File: src/rtl/wide_add_seq_if.sv
// Start/busy/done handshake and operand/result bus for the wide adder sequencer.
interface wide_add_seq_if #(
  parameter int unsigned W     = 16,
  parameter int unsigned WORDS = 4
);
  logic                 start;
  logic [W*WORDS-1:0]   a;
  logic [W*WORDS-1:0]   b;
  logic                 cin;
  logic                 sub;
  logic                 busy;
  logic                 done;
  logic [W*WORDS-1:0]   sum;
  logic                 cout;
  logic                 ovf;

  modport master (
    output start, a, b, cin, sub,
    input  busy, done, sum, cout, ovf
  );

  modport slave (
    input  start, a, b, cin, sub,
    output busy, done, sum, cout, ovf
  );
endinterface

File: src/rtl/wide_add_seq.sv
// Multi-cycle wide adder: one W-bit slice reused over WORDS cycles, LS word first,
// with the slice carry chained through a 1-bit register.
module wide_add_seq #(
  parameter int unsigned W     = 16,
  parameter int unsigned WORDS = 4
) (
  input  logic          clk,
  input  logic          rst,
  wide_add_seq_if.slave bus
);

  localparam int unsigned N    = W * WORDS;
  localparam int unsigned IdxW = $clog2(WORDS);

  typedef enum logic [1:0] {StIdle, StAdd, StDone} state_e;

  state_e          state_q, state_d;
  logic [IdxW-1:0] idx_q, idx_d;
  logic            carry_q, carry_d;
  logic [N-1:0]    a_q, a_d;
  logic [N-1:0]    b_q, b_d;
  logic [N-1:0]    sum_q, sum_d;
  logic            cout_q, cout_d;
  logic            ovf_q, ovf_d;
  logic [W:0]      slice;

  // Operands shift right each ADD cycle so the slice always sees the low word;
  // the sum shifts in from the top and lands fully aligned after WORDS cycles.
  always_comb begin
    state_d = state_q;
    idx_d   = idx_q;
    carry_d = carry_q;
    a_d     = a_q;
    b_d     = b_q;
    sum_d   = sum_q;
    cout_d  = cout_q;
    ovf_d   = ovf_q;
    slice   = {1'b0, a_q[W-1:0]} + {1'b0, b_q[W-1:0]} + {{W{1'b0}}, carry_q};
    unique case (state_q)
      StIdle, StDone: begin
        if (bus.start) begin
          a_d     = bus.a;
          b_d     = bus.sub ? ~bus.b : bus.b;
          carry_d = bus.sub | bus.cin;
          idx_d   = '0;
          state_d = StAdd;
        end else begin
          state_d = StIdle;
        end
      end
      StAdd: begin
        a_d     = a_q >> W;
        b_d     = b_q >> W;
        sum_d   = {slice[W-1:0], sum_q[N-1:W]};
        carry_d = slice[W];
        idx_d   = idx_q + 1'b1;
        if (idx_q == IdxW'(WORDS - 1)) begin
          state_d = StDone;
          cout_d  = slice[W];
          // Carry into the MSB is recovered as s_msb ^ a_msb ^ b_msb.
          ovf_d   = slice[W] ^ slice[W-1] ^ a_q[W-1] ^ b_q[W-1];
        end
      end
      default: state_d = StIdle;
    endcase
  end

  always_ff @(posedge clk or posedge rst) begin
    if (rst) begin
      state_q <= StIdle;
      idx_q   <= '0;
      carry_q <= 1'b0;
      a_q     <= '0;
      b_q     <= '0;
      sum_q   <= '0;
      cout_q  <= 1'b0;
      ovf_q   <= 1'b0;
    end else begin
      state_q <= state_d;
      idx_q   <= idx_d;
      carry_q <= carry_d;
      a_q     <= a_d;
      b_q     <= b_d;
      sum_q   <= sum_d;
      cout_q  <= cout_d;
      ovf_q   <= ovf_d;
    end
  end

  assign bus.busy = (state_q == StAdd);
  assign bus.done = (state_q == StDone);
  assign bus.sum  = sum_q;
  assign bus.cout = cout_q;
  assign bus.ovf  = ovf_q;

endmodule

File: src/flat_wrapper.sv
// flat-port wrapper written by rule: the top's interface ports become plain ports
module wide_add_seq_flat 
#(
  parameter int unsigned W     = 16,
  parameter int unsigned WORDS = 4
)
  (clk, rst, bus_start, bus_a, bus_b, bus_cin, bus_sub, bus_busy, bus_done, bus_sum, bus_cout, bus_ovf);
  wide_add_seq_if #(.W(W), .WORDS(WORDS)) bus_i ();
  input  logic clk;
  input  logic rst;
  input wire logic [$bits(bus_i.start)-1:0] bus_start;
  input wire logic [$bits(bus_i.a)-1:0] bus_a;
  input wire logic [$bits(bus_i.b)-1:0] bus_b;
  input wire logic [$bits(bus_i.cin)-1:0] bus_cin;
  input wire logic [$bits(bus_i.sub)-1:0] bus_sub;
  output wire logic [$bits(bus_i.busy)-1:0] bus_busy;
  output wire logic [$bits(bus_i.done)-1:0] bus_done;
  output wire logic [$bits(bus_i.sum)-1:0] bus_sum;
  output wire logic [$bits(bus_i.cout)-1:0] bus_cout;
  output wire logic [$bits(bus_i.ovf)-1:0] bus_ovf;
  assign bus_i.start = bus_start;
  assign bus_i.a = bus_a;
  assign bus_i.b = bus_b;
  assign bus_i.cin = bus_cin;
  assign bus_i.sub = bus_sub;
  assign bus_busy = bus_i.busy;
  assign bus_done = bus_i.done;
  assign bus_sum = bus_i.sum;
  assign bus_cout = bus_i.cout;
  assign bus_ovf = bus_i.ovf;
  wide_add_seq #(.W(W), .WORDS(WORDS)) u_core (.clk(clk), .rst(rst), .bus(bus_i));
endmodule
File: config.mk
export PLATFORM = sky130hd
export DESIGN_NAME = wide_add_seq_flat
export DESIGN_NICKNAME = d
export VERILOG_FILES = /design/src/rtl/wide_add_seq_if.sv /design/src/rtl/wide_add_seq.sv /design/src/flat_wrapper.sv
export SDC_FILE = /design/constraint.sdc
export NUM_CORES = 1
export LEC_CHECK = 0
export ABC_AREA = 1
export ABC_CLOCK_PERIOD_IN_PS = 6700
export CAP_MARGIN = 20
export CORE_ASPECT_RATIO = 1.4
export CORE_UTILIZATION = 46
export DETAILED_ROUTE_END_ITERATION = 16
export HOLD_SLACK_MARGIN = 0.12
export PLACE_DENSITY = 0.81
export SLEW_MARGIN = 10
export SYNTH_ARGS = -nofsm -noshare
export SYNTH_HDL_FRONTEND = slang
export SYNTH_SLANG_ARGS = --single-unit
File: constraint.sdc
create_clock -name clk -period 6.7 [get_ports clk]
set_clock_uncertainty 0.1 [all_clocks]
set_input_delay 1.34 -clock clk [delete_from_list [all_inputs] [get_ports clk]]
set_output_delay 1.34 -clock clk [all_outputs]
set_load 0.05 [all_outputs]
Word level (Yosys, flattened, before mapping):

Cells that the tools add are included.

* $add $sub $neg: 3
* multiply operators: 0
* div/mod/pow operators: 0
* magnitude comparators: 0
* eq/ne operators: 5
* shift operators: 0
* multiplexer cells: 12
* bitwise operators: 5
* reduce and logical (&&, ||, !) cells: 5

Operator list (count)
* $pmux 64 s2: 2
* $mux 64: 3
* $not 64->64: 1
* $add 16x16->17: 1
* $add 17x1->17: 1
* $pmux 2 s2: 2
* $eq 2x2->1 const B: 2
* $mux 2: 2
* $reduce_and 2->1: 2
* $xor 1x1->1: 3
* $add 2x1->2 const B: 1
* $eq 2x1->1 const B: 1
* $logic_not 2->1: 1
* $mux 1: 2
* $ne 2x1->1 const B: 1
* $ne 2x2->1 const B: 1
* $pmux 1 s2: 1
* $reduce_bool 2->1: 1
* $reduce_or 2->1: 1
* $or 1x1->1: 1

* register bits: 199
* latch bits: 0
* bits in writable memories: 0
* memory bits (read-only): 0
* bits of input ports: 133
* output and inout port bits: 68
* word-level logic and storage cells: 38
* memories kept: 0

Logic depth before layout (Yosys ltp):

* depth after elaboration: 5
* depth in mapped cells: 15
* mapped depth without buffers: 15

Least setup slack after synthesis:

OpenSTA, ideal clock, no wires.

* kind: reg-to-output
* start: register u_core.state_q[1]
* end: output port bus_busy
* arrival time: 1.105 ns
* data required time: 5.260 ns
* path slack: 4.155 ns
* stages on the path, launching flop included: 4
* cells stage by stage: dfrtp_1 > nor2_4 > buf_2 > buf_2

* word-level cells in the longest chain between the ends: 1

RTL lines
* start, declared: line wide_add_seq.sv:17 `state_e state_q, state_d;`
* start signal, assigned: line wide_add_seq.sv:70 `state_q <= StIdle;`
* start signal, assigned: line wide_add_seq.sv:79 `state_q <= state_d;`
* $eq 2x1->1: line wide_add_seq.sv:90 `assign bus.busy = (state_q == StAdd);`
* end, declared: line flat_wrapper.sv:16 `output wire logic [$bits(bus_i.busy)-1:0] bus_busy;`

No other way between the ends.

Worst setup path in the final report:

* start: input port bus_start
* end: register u_core.b_q[46]

* word-level cells in the longest chain between the ends: 2

RTL lines
* start, declared: line flat_wrapper.sv:11 `input wire logic [$bits(bus_i.start)-1:0] bus_start;`
* $ne 2x2->1 (no line)
* $reduce_and 2->1 (no line)
* end signal, assigned: line wide_add_seq.sv:74 `b_q <= '0;`
* end signal, assigned: line wide_add_seq.sv:83 `b_q <= b_d;`
* end, declared: line wide_add_seq.sv:21 `logic [N-1:0] b_q, b_d;`

No other way between the ends.
A chain may end at the register's enable or synchronous reset.

==> metrics.cfg <==
[status]
outcome=completed

[critical_path]
cp-end-kind=register
cp.arrival_ns=4.32
r2r_start=u_core.state_q[0]$_DFFE_PP0P_
critPathTopFamily=buffers and inverters
cp_max_fo=67
r2r-end=u_core.b_q[46]$_DFFE_PP0P_
worstRegToRegCells=9
cp_cell_sequence=clkdlybuf4s50_1, nand2_2, buf_4, nand2_4, inv_2, buf_4, nand2_1, o221ai_1
max_stage_delay_ns=0.73
start_kind=input port
cp_slowest_cell=inv_2
crit_buf_inv=4
criticalPathCategory=in2reg
rrSetupSlack_ns=3.24
cp_data_required_time_ns=6.94
cpMostUsedCell=buf_4

[grt]
grt_start_max_net_pins=200
track_usage_pct=22.3
grt_pass1_wl_um=36200
grt_pass1_vias=7431
grt-ovfl-total=0
antenna_found_initial=0

[sta]
tns_ns=0
slew_headroom_pct=26.0
max_freq_mhz=245
rsz0062_at_grt=false
worst_slew_pin_slew_ns=1.11
hold_viol=0
finalSetupViolCount=0
post-route-min-period_ns=4.08
min_period_over_period_pct=60.9
worst_hold_slack_ns=0.371
finalMaxSlewViolations=0
setup_ws_ns=2.62

[placed_design]
gp_congestion=0.910
dpl_cell_area_um2=11500
hpwl_um=15600
io_buffers=200
dp_slack_ns=2.20
dp_cells=1470

[cells_and_area]
synthToLayoutAreaGrowth_pct=28.8
multi_input_area_um2=3810
seqCellArea_um2=4980
fin_util_pct=60.9
finalInstanceArea_um2=12100
diodes=0
n_fill_cell=1686
instances_no_fill=1502
nets=1388
drive_above_1_share_pct=4.64

[power_and_ir_drop]
power_density_nw_per_um2=530
switchingPower_mw=3.02
power.share.switching_pct=47.0
power_frac_clock_pct=15.9
comb_power_share_pct=51.6
internal_power_mw=3.41
p_seq_share_pct=32.5
p_leak_nw=5.55
power_mw=6.43
irDropWorstVdd_mv=0.261

[clock_tree]
holdBufCountCts=0
cts_resized=0
postCtsSetupBuffers=0
cts.sinks=199
clockBufferDepth=2
cts-buffers-inserted=17
clkTransAtPathRegs_ns=0.08
clkLatencyLatePin_ns=0.43
cts-htree-levels=4
cts_root_buf=clkbuf_16
cts_tree=done

[min_path]
min_to=u_core.bus.sum[15]$_DFFE_PP0P_
hold_start=u_core.bus.sum[15]$_DFFE_PP0P_
holdPathStages=2
hold_class=reg2reg

[routing]
ant_nets=0
drc=0
dr.pass1.iters=5
drt_iter0_drc=468
drt_wl_total_um=22500
via_count=7895
wl_per_cell_um=15.0
avgViaCountPerCell=5.26

[floorplan]
chipWidth_um=123
die_y_um=171
dieArea_um2=21000
rows=61
start_util_pct=47.3
core_um2=19900
boundaryPins=201

[logic_synthesis]
avgSynthCellArea_um2=8.78
synth_seq_area_share_pct=52.9
synth_compound_area_share_pct=13.7
synthAdderAreaFrac_pct=2.55
synth_mux_area_share_pct=0
synth-xor-area-share_pct=4.56
synthSimpleGateAreaFrac_pct=19.6
synth_top_family_by_area=simple AND/OR/NAND/NOR gates
synth_fp_nets=1223
ys_ff_latch=199
synthCells=1072
ys_types=35
syn-cell-area_um2=9410
yosys_warnings=0

[flow_run]
drv_cap=0

==> cells in the final DEF, fill, tap and decap left out, types with 9 or more instances in the layout <==
master           netlist  final
dfrtp_1              199    199
clkbuf_16              0     17
a21oi_1               30     30
o22ai_1               13     13
nand3_1               33     33
xnor2_1               49     49
clkdlybuf4s50_1        0    199
inv_1                 91     89
o211ai_1              55     55
o21ai_0               41     41
o221ai_1              30     30
ha_1                  16     16
nand2_1              387    386
nor2_1                16     16
a22o_1                15     15
nand2_2                8      9
==> power by group through the flow <==
stage | Combinational, mW | Clock (mW) | Sequential [mW]
after floorplan | 1.84 | 0 | 2.64
after global placement | 3.23 | 0 | 2.10
after detailed placement | 3.32 | 0 | 2.11
after CTS | 3.34 | 1.04 | 2.09
after global routing | 3.67 | 1.09 | 2.15
final | 3.32 | 1.02 | 2.09
==> cells in the mapped netlist, drive strengths merged <==
master | instances | area (um2)
nand2 | 396 | 1510
dfrtp | 199 | 4980
inv | 94 | 353
o211ai | 55 | 413
xnor2 | 49 | 429
o21ai | 44 | 220
buf | 41 | 204
nand3 | 33 | 165
a21oi | 31 | 159
o221ai | 30 | 263
clkbuf | 19 | 71.3
nor2 | 19 | 83.8
ha | 16 | 200
a22o | 15 | 131
o22ai | 13 | 81.3
or2 | 4 | 25.0
and2 | 3 | 18.8
nand3b | 3 | 22.5
fa | 2 | 40.0
a211oi | 1 | 7.51
a21boi | 1 | 7.51
a31oi | 1 | 6.26
and3 | 1 | 6.26
nor3 | 1 | 5.00
nor4 | 1 | 6.26
==> metal layers <==
layer / vias to the layer above / global-route usage (%) / wire (um)
met5: - / 0 / 0
met4: 0 / 13.6 / 1160
met3: 59 / 4.41 / 1250
met2: 297 / 34.7 / 10800
met1: 3706 / 28.5 / 9350
li1: 3833 / - / -
==> worst min-delay path, delay by kind of cell (launching register included) <==
family	cells	cell delay, ns
and+or+nand+nor	2	0.09
DFF	1	0.35
==> layout make-up <==
| class | count | area share, % |
|---|---|---|
| well taps | 252 | 2.60 |
| clock buffers | 17 | 3.51 |
| multi-input cells | 719 | 31.4 |
| flip-flops and latches | 199 | 41.1 |
| inverters | 94 | 2.96 |
| clock inverters | 15 | 1.49 |
| repair buffers | 206 | 17.0 |
==> how the worst max path moves through the flow <==
stage	slack (ns)	end	start	cells after the start
after floorplan	2.69	u_core.a_q[0]$_DFFE_PP0P_	rst	1
after global placement	2.23	u_core.a_q[11]$_DFFE_PP0P_	bus_start	8
after detailed placement	2.20	u_core.a_q[5]$_DFFE_PP0P_	bus_start	8
after CTS	2.66	u_core.a_q[5]$_DFFE_PP0P_	bus_start	8
after global routing	2.42	u_core.a_q[9]$_DFFE_PP0P_	bus_start	8
final	2.62	u_core.b_q[46]$_DFFE_PP0P_	bus_start	8
==> sequential cells by signal, indices dropped and copies added (netlist names) <==
register,count
u_core.state_q,2
u_core.bus.ovf,1
u_core.a_q,64
u_core.bus.cout,1
u_core.b_q,64
u_core.carry_q,1
u_core.bus.sum,64
u_core.idx_q,2
==> cells by family (layout without fill, tap and decap cells) <==
family	count (synthesis)	in the layout
AND/OR/NAND/NOR	461	461
AO/OA/AOI/OAI	191	191
buffers and inverters	154	332
adder cells (fa/ha/maj)	18	18
XOR/XNOR	49	49
flip-flops	199	199
No activity file was read; power rests on OpenSTA's default activity.
